$ cat src/rtl/vga_pkg.sv
// rtl/vga_pkg.sv - VGA raster defaults, axis-length helper and tile codes shared with the drawer
package vga_pkg;

  function automatic int axis_total(input int visible, input int front,
                                    input int sync, input int back);
    return visible + front + sync + back;
  endfunction

  localparam int DEF_CLK_DIV    = 2;
  localparam int DEF_H_VISIBLE  = 640;
  localparam int DEF_H_FRONT    = 16;
  localparam int DEF_H_SYNC     = 96;
  localparam int DEF_H_BACK     = 48;
  localparam int DEF_V_VISIBLE  = 480;
  localparam int DEF_V_FRONT    = 10;
  localparam int DEF_V_SYNC     = 2;
  localparam int DEF_V_BACK     = 33;
  localparam int DEF_SYNC_DELAY = 1;

  localparam int DEF_H_TOTAL = axis_total(DEF_H_VISIBLE, DEF_H_FRONT, DEF_H_SYNC, DEF_H_BACK);
  localparam int DEF_V_TOTAL = axis_total(DEF_V_VISIBLE, DEF_V_FRONT, DEF_V_SYNC, DEF_V_BACK);

  localparam int SCREEN_WIDTH  = DEF_H_VISIBLE;
  localparam int SCREEN_HEIGHT = DEF_V_VISIBLE;
  localparam int BLOCK_WIDTH   = 32;

  typedef enum logic [1:0] {
    BDR = 2'd0,
    SKY = 2'd1,
    BLK = 2'd2,
    GND = 2'd3
  } tile_t;

endpackage

$ cat src/rtl/vga_timing_gen_if.sv
// rtl/vga_timing_gen_if.sv - raster timing bundle from the generator to the pixel drawer
interface vga_timing_gen_if;
  logic        pix_tick;
  logic [31:0] col;
  logic [31:0] row;
  logic        active;
  logic        hsync_n;
  logic        vsync_n;
  logic        frame_start;
  logic        vblank_start;

  modport master (
    output pix_tick, col, row, active, hsync_n, vsync_n, frame_start, vblank_start
  );

  modport slave (
    input pix_tick, col, row, active, hsync_n, vsync_n, frame_start, vblank_start
  );
endinterface

$ cat src/rtl/vga_axis_counter.sv
// rtl/vga_axis_counter.sv - one raster axis: position counter with registered sync and visible decode
module vga_axis_counter
  import vga_pkg::*;
#(
  parameter int VISIBLE = DEF_H_VISIBLE,
  parameter int FRONT   = DEF_H_FRONT,
  parameter int SYNC    = DEF_H_SYNC,
  parameter int BACK    = DEF_H_BACK
) (
  input  logic        clk,
  input  logic        reset_n,
  input  logic        en,
  input  logic        wrap_in,
  output logic [31:0] count,
  output logic        sync_n,
  output logic        visible,
  output logic        wrap_out
);

  localparam int          TOTAL      = axis_total(VISIBLE, FRONT, SYNC, BACK);
  localparam logic [31:0] LAST       = 32'(TOTAL - 1);
  localparam logic [31:0] SYNC_FIRST = 32'(VISIBLE + FRONT);
  localparam logic [31:0] SYNC_LAST  = 32'(VISIBLE + FRONT + SYNC - 1);
  localparam logic [31:0] VIS_END    = 32'(VISIBLE);

  logic        step;
  logic [31:0] next_count;

  always_comb begin
    step       = en & wrap_in;
    next_count = (count == LAST) ? 32'd0 : count + 32'd1;
  end

  assign wrap_out = step && (count == LAST);

  // sync/visible are decoded from the value being loaded so they line up with count
  always_ff @(posedge clk or negedge reset_n) begin
    if (!reset_n) begin
      count   <= LAST;
      sync_n  <= 1'b1;
      visible <= 1'b0;
    end else if (step) begin
      count   <= next_count;
      sync_n  <= !((next_count >= SYNC_FIRST) && (next_count <= SYNC_LAST));
      visible <= (next_count < VIS_END);
    end
  end

endmodule

$ cat src/rtl/vga_timing_gen.sv
// rtl/vga_timing_gen.sv - 640x480@60 raster generator; VGA_SYNC_DELAY_EN adds pixel-tick sync/active delay
module vga_timing_gen
  import vga_pkg::*;
#(
  parameter int CLK_DIV    = DEF_CLK_DIV,
  parameter int H_VISIBLE  = DEF_H_VISIBLE,
  parameter int H_FRONT    = DEF_H_FRONT,
  parameter int H_SYNC     = DEF_H_SYNC,
  parameter int H_BACK     = DEF_H_BACK,
  parameter int V_VISIBLE  = DEF_V_VISIBLE,
  parameter int V_FRONT    = DEF_V_FRONT,
  parameter int V_SYNC     = DEF_V_SYNC,
  parameter int V_BACK     = DEF_V_BACK,
  parameter int SYNC_DELAY = DEF_SYNC_DELAY
) (
  input  logic             clk,
  input  logic             reset_n,
  vga_timing_gen_if.master vga
);

  localparam int               DIV_W      = (CLK_DIV > 1) ? $clog2(CLK_DIV) : 1;
  localparam logic [DIV_W-1:0] DIV_LAST   = DIV_W'(CLK_DIV - 1);
  localparam logic [31:0]      VBLANK_ROW = 32'(V_VISIBLE - 1);

  logic [DIV_W-1:0] div_cnt;
  logic             tick_c;
  logic             h_wrap;
  logic             v_wrap;
  logic             h_sync_n;
  logic             v_sync_n;
  logic             h_vis;
  logic             v_vis;
  logic [31:0]      col;
  logic [31:0]      row;

  assign tick_c = (div_cnt == DIV_LAST);

  always_ff @(posedge clk or negedge reset_n) begin
    if (!reset_n) begin
      div_cnt <= '0;
    end else if (tick_c) begin
      div_cnt <= '0;
    end else begin
      div_cnt <= div_cnt + 1'b1;
    end
  end

  // Event strobes are taken from the advancing edge itself, so they last one clk for any divider
  always_ff @(posedge clk or negedge reset_n) begin
    if (!reset_n) begin
      vga.pix_tick     <= 1'b0;
      vga.frame_start  <= 1'b0;
      vga.vblank_start <= 1'b0;
    end else begin
      vga.pix_tick     <= tick_c;
      vga.frame_start  <= v_wrap;
      vga.vblank_start <= h_wrap && (row == VBLANK_ROW);
    end
  end

  vga_axis_counter #(
    .VISIBLE (H_VISIBLE),
    .FRONT   (H_FRONT),
    .SYNC    (H_SYNC),
    .BACK    (H_BACK)
  ) u_h_axis (
    .clk      (clk),
    .reset_n  (reset_n),
    .en       (tick_c),
    .wrap_in  (1'b1),
    .count    (col),
    .sync_n   (h_sync_n),
    .visible  (h_vis),
    .wrap_out (h_wrap)
  );

  vga_axis_counter #(
    .VISIBLE (V_VISIBLE),
    .FRONT   (V_FRONT),
    .SYNC    (V_SYNC),
    .BACK    (V_BACK)
  ) u_v_axis (
    .clk      (clk),
    .reset_n  (reset_n),
    .en       (h_wrap),
    .wrap_in  (1'b1),
    .count    (row),
    .sync_n   (v_sync_n),
    .visible  (v_vis),
    .wrap_out (v_wrap)
  );

  assign vga.col = col;
  assign vga.row = row;

`ifdef VGA_SYNC_DELAY_EN
  logic [SYNC_DELAY-1:0] hs_sr;
  logic [SYNC_DELAY-1:0] vs_sr;
  logic [SYNC_DELAY-1:0] act_sr;

  // Stage 0 captures the undelayed flags as they stand before this pixel advance
  always_ff @(posedge clk or negedge reset_n) begin
    if (!reset_n) begin
      hs_sr  <= '1;
      vs_sr  <= '1;
      act_sr <= '0;
    end else if (tick_c) begin
      for (int i = SYNC_DELAY - 1; i > 0; i--) begin
        hs_sr[i]  <= hs_sr[i-1];
        vs_sr[i]  <= vs_sr[i-1];
        act_sr[i] <= act_sr[i-1];
      end
      hs_sr[0]  <= h_sync_n;
      vs_sr[0]  <= v_sync_n;
      act_sr[0] <= h_vis & v_vis;
    end
  end

  assign vga.hsync_n = hs_sr[SYNC_DELAY-1];
  assign vga.vsync_n = vs_sr[SYNC_DELAY-1];
  assign vga.active  = act_sr[SYNC_DELAY-1];
`else
  assign vga.hsync_n = h_sync_n;
  assign vga.vsync_n = v_sync_n;
  assign vga.active  = h_vis & v_vis;
`endif

endmodule

$ cat src/flat_wrapper.sv
// flat-port wrapper written by rule: the top's interface ports become plain ports
module vga_timing_gen_flat import vga_pkg::*;
#(
  parameter int CLK_DIV    = DEF_CLK_DIV,
  parameter int H_VISIBLE  = DEF_H_VISIBLE,
  parameter int H_FRONT    = DEF_H_FRONT,
  parameter int H_SYNC     = DEF_H_SYNC,
  parameter int H_BACK     = DEF_H_BACK,
  parameter int V_VISIBLE  = DEF_V_VISIBLE,
  parameter int V_FRONT    = DEF_V_FRONT,
  parameter int V_SYNC     = DEF_V_SYNC,
  parameter int V_BACK     = DEF_V_BACK,
  parameter int SYNC_DELAY = DEF_SYNC_DELAY
)
  (clk, reset_n, vga_pix_tick, vga_col, vga_row, vga_active, vga_hsync_n, vga_vsync_n, vga_frame_start, vga_vblank_start);
  vga_timing_gen_if vga_i ();
  input  logic clk;
  input  logic reset_n;
  output wire logic [$bits(vga_i.pix_tick)-1:0] vga_pix_tick;
  output wire logic [$bits(vga_i.col)-1:0] vga_col;
  output wire logic [$bits(vga_i.row)-1:0] vga_row;
  output wire logic [$bits(vga_i.active)-1:0] vga_active;
  output wire logic [$bits(vga_i.hsync_n)-1:0] vga_hsync_n;
  output wire logic [$bits(vga_i.vsync_n)-1:0] vga_vsync_n;
  output wire logic [$bits(vga_i.frame_start)-1:0] vga_frame_start;
  output wire logic [$bits(vga_i.vblank_start)-1:0] vga_vblank_start;
  assign vga_pix_tick = vga_i.pix_tick;
  assign vga_col = vga_i.col;
  assign vga_row = vga_i.row;
  assign vga_active = vga_i.active;
  assign vga_hsync_n = vga_i.hsync_n;
  assign vga_vsync_n = vga_i.vsync_n;
  assign vga_frame_start = vga_i.frame_start;
  assign vga_vblank_start = vga_i.vblank_start;
  vga_timing_gen #(.CLK_DIV(CLK_DIV), .H_VISIBLE(H_VISIBLE), .H_FRONT(H_FRONT), .H_SYNC(H_SYNC), .H_BACK(H_BACK), .V_VISIBLE(V_VISIBLE), .V_FRONT(V_FRONT), .V_SYNC(V_SYNC), .V_BACK(V_BACK), .SYNC_DELAY(SYNC_DELAY)) u_core (.clk(clk), .reset_n(reset_n), .vga(vga_i));
endmodule
$ cat config.mk
export PLATFORM = sky130hd
export DESIGN_NAME = vga_timing_gen_flat
export DESIGN_NICKNAME = d
export VERILOG_FILES = /design/src/rtl/vga_pkg.sv /design/src/rtl/vga_timing_gen_if.sv /design/src/rtl/vga_axis_counter.sv /design/src/rtl/vga_timing_gen.sv /design/src/flat_wrapper.sv
export SDC_FILE = /design/constraint.sdc
export NUM_CORES = 1
export LEC_CHECK = 0
export ABC_AREA = 1
export BUFFER_PORTS_ARGS = -buffer_cell sky130_fd_sc_hd__buf_2
export CORE_ASPECT_RATIO = 1.1
export CORE_MARGIN = 2
export CORE_UTILIZATION = 55
export CTS_CLUSTER_DIAMETER = 40
export DETAILED_ROUTE_END_ITERATION = 8
export PLACE_DENSITY_LB_ADDON = 0.1
export SYNTH_ARGS = -nofsm -noshare
export SYNTH_HDL_FRONTEND = slang
export SYNTH_SLANG_ARGS = --single-unit
$ cat constraint.sdc
create_clock -name clk -period 2.6 [get_ports clk]
set_input_delay 0.13 -clock clk [delete_from_list [all_inputs] [get_ports clk]]
set_output_delay 0.13 -clock clk [all_outputs]
set_load 0.01 [all_outputs]
==> metrics.cfg <==
[run_status]
status=finished, final reports clean

[global_routing]
grt_overflow=0
grt_pass1_vias=5485
grt_max_degree=73
antenna_found_initial=0
grtUsageTotal=0.309
grt_pass1_wl_um=25800

[pwr]
worst_ir_drop_vdd_mv=0.263
power_density_nw_per_um2=370
power_leakage_nw=2.97
power_w=0.00227

[clock_network]
cts_buffers=9
clk_pin_slew_ns=0.08
cts_max_level=3
clk_latency_ns=0.37
clock-sinks=72
root_buffer=clkbuf_8
cts_buffer_depth=2
cts_tree=yes
postCtsSetupBuffers=0

[job]
maxCapViolCount=0

[floorplan]
design.core.area_um2=9440
dieWidth_um=98.4
die_area_um2=10600
row_count=37
ios=72
initial_core_util=0.571
die_y_um=108

[finish]
seq_area_um2=1820
top_regs=u_core.u_h_axis.count x32, u_core.u_v_axis.count x32
syn_to_final_growth_pct=13.4
stdcell_count=1049
nets=932
num-fill-cells=879
drive_above_1_share=0.163
multi_input_area_um2=3190
antenna_cells=0

[worst_hold_path]
hp-class=input port to async pin

[logic_synthesis]
synth_top_flop_cell=dfrtp_1
yosysUniqueCellTypes=35
synth_top_cell_by_area=dfrtp_1
synthesis.nets=860
netlist_area_um2=5400
synthTopCellsByCount=nand2_1 (313), nor2_1 (132), inv_1 (79)
yosysMostFrequentCell=nand2_1
seq_area_frac_synth=0.337
syn_inst=855
yosysTopAreaCellShare=0.278
async_reset_ff_frac=1.00
synth.avg_cell_area_um2=6.31
synth-edff-count=0
synth_area_leaders=dfrtp_1 (28%), nand2_1 (22%), nor2_1 (9.2%), dfstp_2 (5.8%), o21ai_0 (5.8%)
synth_seq_cells=72
synth_warnings=0

[timing]
maxSlewViolCount=0
max_freq_mhz=425
final-hold-violation-count=0
worst_slack_ns=0.249
fin_crit_ns=2.35
worst_pin_slew_ns=0.912
rsz0062_at_grt=no
slew_headroom=0.392
period_share=0.904
setup_tns_ns=0
fin_skew_ns=0.00883
setup_violations=0

[critical_path]
cp_slowest_stage_delay_ns=0.59
cp-end-kind=register
critPathMaxFanout=7
path_common_cell=nor2_1
crit_chain=ha_2 -> nand2_1 -> nor2_1 -> nand4_1 -> nor2_1 -> nand2_1 -> nor2_4 -> nand3_1 -> nor2_1 -> nand4_1 -> nor2_1 -> nor2_1
ff2ff_setup_slack_ns=0.25
crit_type=register to register
critPathSlowestCell=dfstp_2
startpoint_type=register
required_ns=2.90
crit_arrival_ns=2.65

[routing]
wl_um=16000
met2_length_um=7980
first_pass_iters=7
wl_per_cell_um=15.2
route.antenna.remaining_nets=0
wl_met3_um=837
drt-vias-per-instance=5.49
m1WireLength_um=6180
top_layer=met4
num_vias=5762
drtIter0Drc=287
drc=0

[placement]
dp_slack_ns=0.212
io_buffers=71
place.gp.congestion=0.989
place_inst=1032
dp_hpwl_um=12300

==> cells by family (layout without fill, tap and decap cells) <==
family,count (synthesis),in the layout,synth area share
simple gates,581,581,0.464
buf+inv,99,176,0.0749
compound gates,72,72,0.0693
flops,72,72,0.337
xor+xnor,28,28,0.0482
fa+ha+maj,3,3,0.00696
==> routing by layer <==
metal  vias up  global-route usage
li1       2833                   -
met1      2654               0.348
met2       217               0.551
met3        58              0.0357
met4         0               0.203
met5         -                   0
==> path summary, 6_finish.rpt <==
check                                         startpoint                   endpoint  cells after the start
max in group asynchronous                        reset_n   u_core.u_v_axis.count[4]                      2
min in group clk                 u_core.u_h_axis.visible    u_core.u_h_axis.visible                      2
worst max register to register  u_core.u_h_axis.count[0]     u_core.u_v_axis.sync_n                     12
worst min register to register   u_core.u_h_axis.visible    u_core.u_h_axis.visible                      2
worst max-delay path            u_core.u_h_axis.count[0]     u_core.u_v_axis.sync_n                     12
worst min-delay path                             reset_n  u_core.u_v_axis.count[29]                      2
==> cell type report <==
cell class	count	area share
clock inverter	5	0.0170
inverter	81	0.0501
sequential	72	0.297
tap	117	0.0239
multi-input combinational	684	0.520
clock buffer	11	0.0231
timing repair buffer	79	0.0687
==> through the flow <==
step                hold WS [ns]  instance area, um2  utilization
floorplan                 -0.166                5400            -
global placement           0.307                5850        0.620
detailed placement         0.319                5850        0.620
CTS                        0.463                6110        0.647
global route               0.498                6120        0.648
finish                     0.428                6120        0.648
==> where the power goes <==
group          internal [W]   total, W  switching (W)
logic            0.00000194  0.0000231      0.0000212
registers           0.00112    0.00112              0
clock network      0.000664    0.00112       0.000459
==> cell usage in the layout (no fill, tap or decap), types with 3 or more instances in the layout <==
cell,synthesis,layout
buf_2,3,70
buf_4,3,8
bufinv_16,0,3
clkbuf_8,1,10
dfrtp_1,60,60
dfstp_2,12,12
inv_1,79,79
nand2_1,313,313
nand2_2,14,14
nand3_1,61,61
nand3b_1,4,4
nand4_1,13,13
nor2_1,132,131
nor2_2,11,11
nor2_4,11,12
nor3_1,13,13
o21ai_0,62,62
o21bai_1,5,5
xnor2_1,6,6
xor2_1,20,20
==> critical path: cells and delay by family (launching register included) <==
family | cells | cell delay (ns)
adder cells (fa/ha/maj) | 1 | 0.24
AND/OR/NAND/NOR | 11 | 1.44
flip-flops | 1 | 0.59
==> what timing repair did <==
action,4_1_cts,5_1_grt
setup endpoints to repair,0,27
hold buffers,1,0
endpoints found under the hold margin,60,0
gates resized for setup,0,5
Note: power is estimated with default switching activity, not from simulation.
